<file path="config.mk">
export PLATFORM = sky130hd
export DESIGN_NAME = calc_ctrl
export DESIGN_NICKNAME = d
export VERILOG_FILES = /design/src/rtl/calc_pkg.sv /design/src/rtl/calc_ctrl_seq_mult.sv /design/src/rtl/calc_ctrl.sv
export SDC_FILE = /design/constraint.sdc
export NUM_CORES = 1
export LEC_CHECK = 0
export ABC_AREA = 1
export CORE_MARGIN = 2
export CORE_UTILIZATION = 50
export DETAILED_ROUTE_END_ITERATION = 10
export GPL_TIMING_DRIVEN = 0
export PLACE_DENSITY = 0.69
export SYNTH_ARGS = -nofsm -noshare
export SYNTH_HDL_FRONTEND = slang
export SYNTH_HIERARCHICAL = 1
export SYNTH_SLANG_ARGS = --single-unit
</file>
<file path="constraint.sdc">
create_clock -name clk_db -period 3.3 [get_ports clk_db]
set_input_delay 0.33 -clock clk_db [delete_from_list [all_inputs] [get_ports clk_db]]
set_output_delay 0.33 -clock clk_db [all_outputs]
set_load 0.005 [all_outputs]
</file>
<file path="src/rtl/calc_pkg.sv">
// Shared definitions for the calculator controller slice.
// Holds the operator and FSM state encodings seen by the display driver.
// Also holds the decoded-key type, with helpers that apply key priority
// and map an operator key to its op code.
package calc_pkg;

    localparam int CALC_DW = 8;
    localparam int CALC_RW = 2 * CALC_DW;

    typedef enum logic [1:0] {
        OP_NONE = 2'b00,
        OP_ADD  = 2'b01,
        OP_SUB  = 2'b10,
        OP_MUL  = 2'b11
    } op_t;

    typedef enum logic [2:0] {
        ST_ENTER_A  = 3'd0,
        ST_ENTER_B  = 3'd1,
        ST_MUL_BUSY = 3'd2,
        ST_RESULT   = 3'd3,
        ST_ERROR    = 3'd4
    } state_t;

    // At most one key is acted on per cycle; this is the winner.
    typedef enum logic [2:0] {
        KEY_NONE,
        KEY_CLEAR,
        KEY_EQ,
        KEY_ADD,
        KEY_SUB,
        KEY_MUL
    } key_t;

    // Priority: clear > equals > add > subtract > multiply.
    function automatic key_t decode_keys(input logic s0, input logic s1, input logic s2,
                                         input logic s3, input logic s4);
        key_t k;
        k = KEY_NONE;
        if (s0)      k = KEY_CLEAR;
        else if (s4) k = KEY_EQ;
        else if (s1) k = KEY_ADD;
        else if (s2) k = KEY_SUB;
        else if (s3) k = KEY_MUL;
        return k;
    endfunction

    function automatic logic is_op_key(input key_t k);
        return (k == KEY_ADD) || (k == KEY_SUB) || (k == KEY_MUL);
    endfunction

    function automatic op_t key_to_op(input key_t k);
        op_t op;
        op = OP_NONE;
        case (k)
            KEY_ADD: op = OP_ADD;
            KEY_SUB: op = OP_SUB;
            KEY_MUL: op = OP_MUL;
            default: op = OP_NONE;
        endcase
        return op;
    endfunction

endpackage

</file>
<file path="src/rtl/calc_ctrl_seq_mult.sv">
// Shift-add multiplier taking exactly DW busy cycles.
// Ports:
//   clk_db, rst  : clock, async active-high reset
//   start        : load b and begin; a must stay stable while busy
//   abort        : synchronous clear, wins over start
//   a, b         : unsigned operands
//   busy         : multiply in progress
//   last         : the current cycle is the final step
//   sum          : running accumulator plus this cycle's partial product;
//                  on the last step it is the full product
module calc_ctrl_seq_mult #(
    parameter int DW = 8,
    parameter int RW = 16
) (
    input  logic          clk_db,
    input  logic          rst,
    input  logic          start,
    input  logic          abort,
    input  logic [DW-1:0] a,
    input  logic [DW-1:0] b,
    output logic          busy,
    output logic          last,
    output logic [RW-1:0] sum
);

    localparam int CW = (DW > 1) ? $clog2(DW) : 1;

    logic [DW-1:0] b_q;
    logic [RW-1:0] acc;
    logic [CW-1:0] cnt;
    logic [RW-1:0] partial;

    always_comb begin
        partial = '0;
        if (b_q[cnt]) partial = RW'(a) << cnt;
    end

    assign sum  = acc + partial;
    assign last = busy && (cnt == CW'(DW - 1));

    always_ff @(posedge clk_db or posedge rst) begin
        if (rst) begin
            b_q  <= '0;
            acc  <= '0;
            cnt  <= '0;
            busy <= 1'b0;
        end else if (abort) begin
            b_q  <= '0;
            acc  <= '0;
            cnt  <= '0;
            busy <= 1'b0;
        end else if (start) begin
            b_q  <= b;
            acc  <= '0;
            cnt  <= '0;
            busy <= 1'b1;
        end else if (busy) begin
            acc <= sum;
            if (last) begin
                cnt  <= '0;
                busy <= 1'b0;
            end else begin
                cnt <= cnt + 1'b1;
            end
        end
    end

endmodule

</file>
<file path="src/rtl/calc_ctrl.sv">
// Calculator controller: consumes debounced key pulses and the switch
// operand, sequences A/op/B entry, and computes add, subtract or multiply.
// Drives a registered bundle to the display driver.
// Ports:
//   clk_db, rst         : debounce-domain clock, async active-high reset
//   s0_p..s4_p          : clear/add/sub/mul/equals pulses, one cycle wide
//   sw                  : debounced operand
//   display_val/neg     : magnitude and sign shown on the display
//   op_code, state_out  : latched operator and FSM state
//   busy                : multiply in progress
//   result_valid        : display holds a computed result
//   overflow            : chained value no longer fits DW bits
// Handshake: there is none; each pulse is sampled once, on the edge where
// it is high. At most one key acts per edge, chosen by priority.
module calc_ctrl
    import calc_pkg::*;
#(
    parameter int DW = CALC_DW,
    parameter int RW = CALC_RW
) (
    input  logic          clk_db,
    input  logic          rst,
    input  logic          s0_p,
    input  logic          s1_p,
    input  logic          s2_p,
    input  logic          s3_p,
    input  logic          s4_p,
    input  logic [DW-1:0] sw,
    output logic [RW-1:0] display_val,
    output logic          display_neg,
    output logic [1:0]    op_code,
    output logic [2:0]    state_out,
    output logic          busy,
    output logic          result_valid,
    output logic          overflow
);

    state_t        state, state_n;
    op_t           op_q, op_n;
    logic [DW-1:0] a_q, a_n;
    logic [RW-1:0] val_q, val_n;
    logic          neg_q, neg_n;
    logic          rv_q, rv_n;
    logic          ovf_q, ovf_n;
    key_t          key;

    logic          mult_start;
    logic          mult_busy;
    logic          mult_last;
    logic [RW-1:0] mult_sum;

    assign key        = decode_keys(s0_p, s1_p, s2_p, s3_p, s4_p);
    assign mult_start = (state == ST_ENTER_B) && (key == KEY_EQ) && (op_q == OP_MUL);

    calc_ctrl_seq_mult #(.DW(DW), .RW(RW)) u_mult (
        .clk_db (clk_db),
        .rst    (rst),
        .start  (mult_start),
        .abort  (s0_p),
        .a      (a_q),
        .b      (sw),
        .busy   (mult_busy),
        .last   (mult_last),
        .sum    (mult_sum)
    );

    always_ff @(posedge clk_db or posedge rst) begin
        if (rst) state <= ST_ENTER_A;
        else     state <= state_n;
    end

    always_comb begin
        state_n = state;
        op_n    = op_q;
        a_n     = a_q;
        val_n   = val_q;
        neg_n   = neg_q;
        rv_n    = rv_q;
        ovf_n   = ovf_q;
        if (key == KEY_CLEAR) begin
            state_n = ST_ENTER_A;
            op_n    = OP_NONE;
            a_n     = '0;
            val_n   = '0;
            neg_n   = 1'b0;
            rv_n    = 1'b0;
            ovf_n   = 1'b0;
        end else begin
            case (state)
                ST_ENTER_A: begin
                    val_n = RW'(sw);
                    neg_n = 1'b0;
                    if (is_op_key(key)) begin
                        a_n     = sw;
                        op_n    = key_to_op(key);
                        state_n = ST_ENTER_B;
                    end
                end
                ST_ENTER_B: begin
                    val_n = RW'(sw);
                    neg_n = 1'b0;
                    if (key == KEY_EQ) begin
                        case (op_q)
                            OP_ADD: begin
                                val_n   = RW'(a_q) + RW'(sw);
                                rv_n    = 1'b1;
                                state_n = ST_RESULT;
                            end
                            OP_SUB: begin
                                if (a_q >= sw) begin
                                    val_n = RW'(a_q) - RW'(sw);
                                end else begin
                                    val_n = RW'(sw) - RW'(a_q);
                                    neg_n = 1'b1;
                                end
                                rv_n    = 1'b1;
                                state_n = ST_RESULT;
                            end
                            OP_MUL:  state_n = ST_MUL_BUSY;
                            default: state_n = ST_ENTER_B;
                        endcase
                    end else if (is_op_key(key)) begin
                        op_n = key_to_op(key);
                    end
                end
                ST_MUL_BUSY: begin
                    // Display keeps its last value until the full product lands.
                    if (mult_last) begin
                        val_n   = mult_sum;
                        state_n = ST_RESULT;
                    end
                end
                ST_RESULT: begin
                    // result_valid follows one edge after entry; a multiply
                    // result therefore becomes valid one edge after busy drops.
                    rv_n = 1'b1;
                    if (is_op_key(key)) begin
                        if (!neg_q && (val_q[RW-1:DW] == '0)) begin
                            a_n     = val_q[DW-1:0];
                            op_n    = key_to_op(key);
                            rv_n    = 1'b0;
                            state_n = ST_ENTER_B;
                        end else begin
                            val_n   = '0;
                            neg_n   = 1'b0;
                            rv_n    = 1'b0;
                            ovf_n   = 1'b1;
                            state_n = ST_ERROR;
                        end
                    end
                end
                ST_ERROR: begin
                    val_n = '0;
                    ovf_n = 1'b1;
                end
                default: state_n = ST_ENTER_A;
            endcase
        end
    end

    always_ff @(posedge clk_db or posedge rst) begin
        if (rst) begin
            op_q  <= OP_NONE;
            a_q   <= '0;
            val_q <= '0;
            neg_q <= 1'b0;
            rv_q  <= 1'b0;
            ovf_q <= 1'b0;
        end else begin
            op_q  <= op_n;
            a_q   <= a_n;
            val_q <= val_n;
            neg_q <= neg_n;
            rv_q  <= rv_n;
            ovf_q <= ovf_n;
        end
    end

    assign display_val  = val_q;
    assign display_neg  = neg_q;
    assign op_code      = op_q;
    assign state_out    = state;
    assign busy         = mult_busy;
    assign result_valid = rv_q;
    assign overflow     = ovf_q;

endmodule
</file>
==> impl_metrics.csv <==
group,metric,value,unit
status,status,"finished, violations left",
status,violations,"design-rule violations",
yosys,synth_nets,988,
drt,wirelength,16800,microns
global_route,grt_pass1_wl,28100,microns
yosys,synth.distinct_cells,49,
clocking,cts.htree.levels,3,
clocking,cts_tree,"yes",
drt,drtPass1Iterations,8,
yosys,synthTopCellsByArea,"dfrtp_1 (25%), nand2_1 (20%), ha_1 (9.5%), inv_1 (8.2%), a21oi_1 (4.7%)",
drt,wire_per_inst,14.9,microns
yosys,synth.top_cell.area_share,0.253,
clocking,cts_resized,0,
cells_and_area,antennaDiodeCount,0,
floorplan,rows,39,
power,vdd_drop_max,0.000291,V
sta,slew_headroom,0.233,
worst_hold_path,hold_path.class,"input port to register",
global_route,grt_usage,0.275,
global_route,antenna_found_initial,0,
sta,fin_crit_sh,0.868,
sta,hold_viol,0,
setup_path,r2r_slack,0.44,ns
cells_and_area,drive_above_1_share,0.102,
setup_path,start_kind,"register",
yosys,syn_area,5940,sq um
yosys,yosysSeqAreaShare,0.253,
floorplan,die_w,113,microns
global_route,first_global_vias,5533,
yosys,synthArstFlopShare,1.00,
flow_run,max-cap-violations,0,
floorplan,die_y,113,microns
sta,finalSetupTns,0,ns
power,leakage,3.72,nW
cells_and_area,synthToLayoutAreaGrowth,14.3,%
cells_and_area,finalNetCount,1038,
clocking,clock_latency,0.34,ns
clocking,cts_buffer_depth,2,
floorplan,num_io_pins,40,
yosys,synth_edf_count,0,
yosys,syn_area_per_cell,6.43,sq um
cells_and_area,postLayoutCoreUtil,0.590,
yosys,synth-main-ff-cell,"dfrtp_1",
setup_path,end_kind,"register",
setup_path,cp.arrival,3.09,ns
setup_path,path_class,"register to register",
setup_path,cp_max_fo,10,
clocking,cts_hold_buf,0,
sta,fin_skew,0.0100,ns
drt,drc,4,
clocking,cts-buffers-inserted,9,
floorplan,dieArea,12800,sq um
setup_path,cp.required,3.52,ns
clocking,postCtsSetupBuffers,0,
place,hpwlAfterDp,13000,microns
setup_path,r2r_cells,20,
clocking,cts_root_buf,"clkbuf_16",
cells_and_area,fillCellCount,1168,
yosys,ys_ff_latch,60,
yosys,ys_warn_count,6,
floorplan,core_region_area,11500,sq um
place,place.gp.congestion,0.964,
place,port_buffers,38,
global_route,overflow,0,
sta,period_needed,2.86,ns
setup_path,r2r_end,"display_val[13]",
sta,setup_viol,0,
setup_path,cp-endpoint,"display_val[13]",
global_route,grt_max_degree,33,
power,p_per_area,545,nW/um^2
clocking,clock_sinks,60,
clocking,clk_pin_slew,0.06,ns
setup_path,reg2reg_from,"u_mult/cnt[0]",
sta,rsz0062_at_grt,"no",
yosys,syn_inst,924,
sta,max_freq,349,MHz
drt,drtIter0Drc,387,
drt,vias,5925,
sta,slew_violations,0,
setup_path,crit_start,"u_mult/cnt[0]",
floorplan,start_util,0.516,
sta,tightest_slew,1.15,ns
drt,ant_nets,0,
drt,viasPerCell,5.28,
yosys,synth.largest_area_cell,"dfrtp_1",
-- worst min path at each step --
stage | from | to | slack (ns) | cells past startpoint
after floorplan | rst | u_mult/acc[0] | 0.40 | 1
after global placement | u_mult/acc[6] | u_mult/acc[6] | 0.47 | 2
after detailed placement | u_mult/acc[6] | u_mult/acc[6] | 0.47 | 2
after CTS | s0_p | result_valid | 0.23 | 2
after global routing | s0_p | result_valid | 0.25 | 2
final | s0_p | result_valid | 0.25 | 2
-- where the power goes --
group          switching, W  internal, W
logic               0.00122     0.000641
clock network      0.000355     0.000526
registers          0.000133     0.000830
-- sequential cells by signal, summed over array words and instances, names as in the netlist, 2 cells and up --
signal	count
a_q	8
display_val	16
op_code	2
state_out	3
u_mult/acc	16
u_mult/b_q	8
u_mult/cnt	3
-- critical path, cell delays in order (launching register included) --
cell and delay [ns]:
dfrtp_1 0.45, buf_4 0.20, o21ai_1 0.22, nand2_1 0.07, o21ai_1 0.12, nor2_1 0.08, o21ai_2 0.16, inv_1 0.06
ha_1 0.35, nand2_1 0.08, inv_2 0.07, nand2_1 0.07, nor3_1 0.15, nand2_1 0.10, nand2_1 0.07, nand2_1 0.05
and2_1 0.16, nand2_1 0.07, nand2_1 0.05, nand2_1 0.07, o21ai_0 0.08
-- cells by family after synthesis --
kind of cell	synth area share
AOI/OAI and AO/OA	0.144
DFF	0.253
and+or+nand+nor	0.360
xor gates and xnor gates	0.0177
buffers and inverters	0.118
adders and majority gates	0.108
-- synthesized netlist by cell type, drive strengths merged, types with 3 or more instances --
master,count
nor3,10
nand3,54
fa,4
o21ai,66
nand4,9
and2,7
nand3b,5
a22o,3
dfrtp,60
a21oi,57
or2,4
o22ai,5
xor2,9
xnor2,3
o211ai,4
inv,149
nor2,66
buf,19
ha,45
nand2,333
-- placed cells by master, fill, tap and decap left out, types with 5 or more instances in the layout --
cell	n
a21oi_1	56
and2_1	7
buf_2	12
clkbuf_16	9
clkdlybuf4s50_1	38
dfrtp_1	60
ha_1	45
inv_1	129
inv_2	17
nand2_1	322
nand2_2	7
nand3_1	54
nand3b_1	5
nand4_1	8
nor2_1	58
nor3_1	7
o21ai_0	36
o21ai_1	14
o21ai_2	16
o22ai_1	5
xor2_1	9
-- cell type report --
type	instances	area [sq um]	area share
Buffer	20	128	0.0188
Sequential cell	60	1500	0.221
Tap cell	143	179	0.0263
Inverter	151	573	0.0844
Timing Repair Buffer	39	395	0.0582
Multi-Input combinational cell	693	3740	0.550
Clock buffer	10	239	0.0352
Clock inverter	6	38.8	0.00571
-- per-stage QoR --
| step | hold WS, ns | cells | setup WS (ns) | cell area, sq um | total power [W] |
|---|---|---|---|---|---|
| 6_report | 0.246 | 1122 | 0.435 | 6790 | 0.00370 |
| 5_1_grt | 0.250 | 1122 | 0.199 | 6790 | 0.00399 |
| 4_1_cts | 0.233 | 1121 | 0.486 | 6780 | 0.00369 |
| 3_5_place_dp | 0.472 | 1105 | 0.189 | 6500 | 0.00279 |
| 3_3_place_gp | 0.471 | 1105 | 0.191 | 6500 | 0.00279 |
| 2_1_floorplan | 0.395 | 924 | 0.798 | 5940 | 0.00224 |
-- routing by layer --
metal	share of wire	GRT usage	wire length [microns]
met2	0.47	0.449	7840
met3	0.047	0.0321	788
met1	0.47	0.389	7900
met5	0	0	0
met4	0.014	0.0732	241
Power figures use the tool's default switching activity.
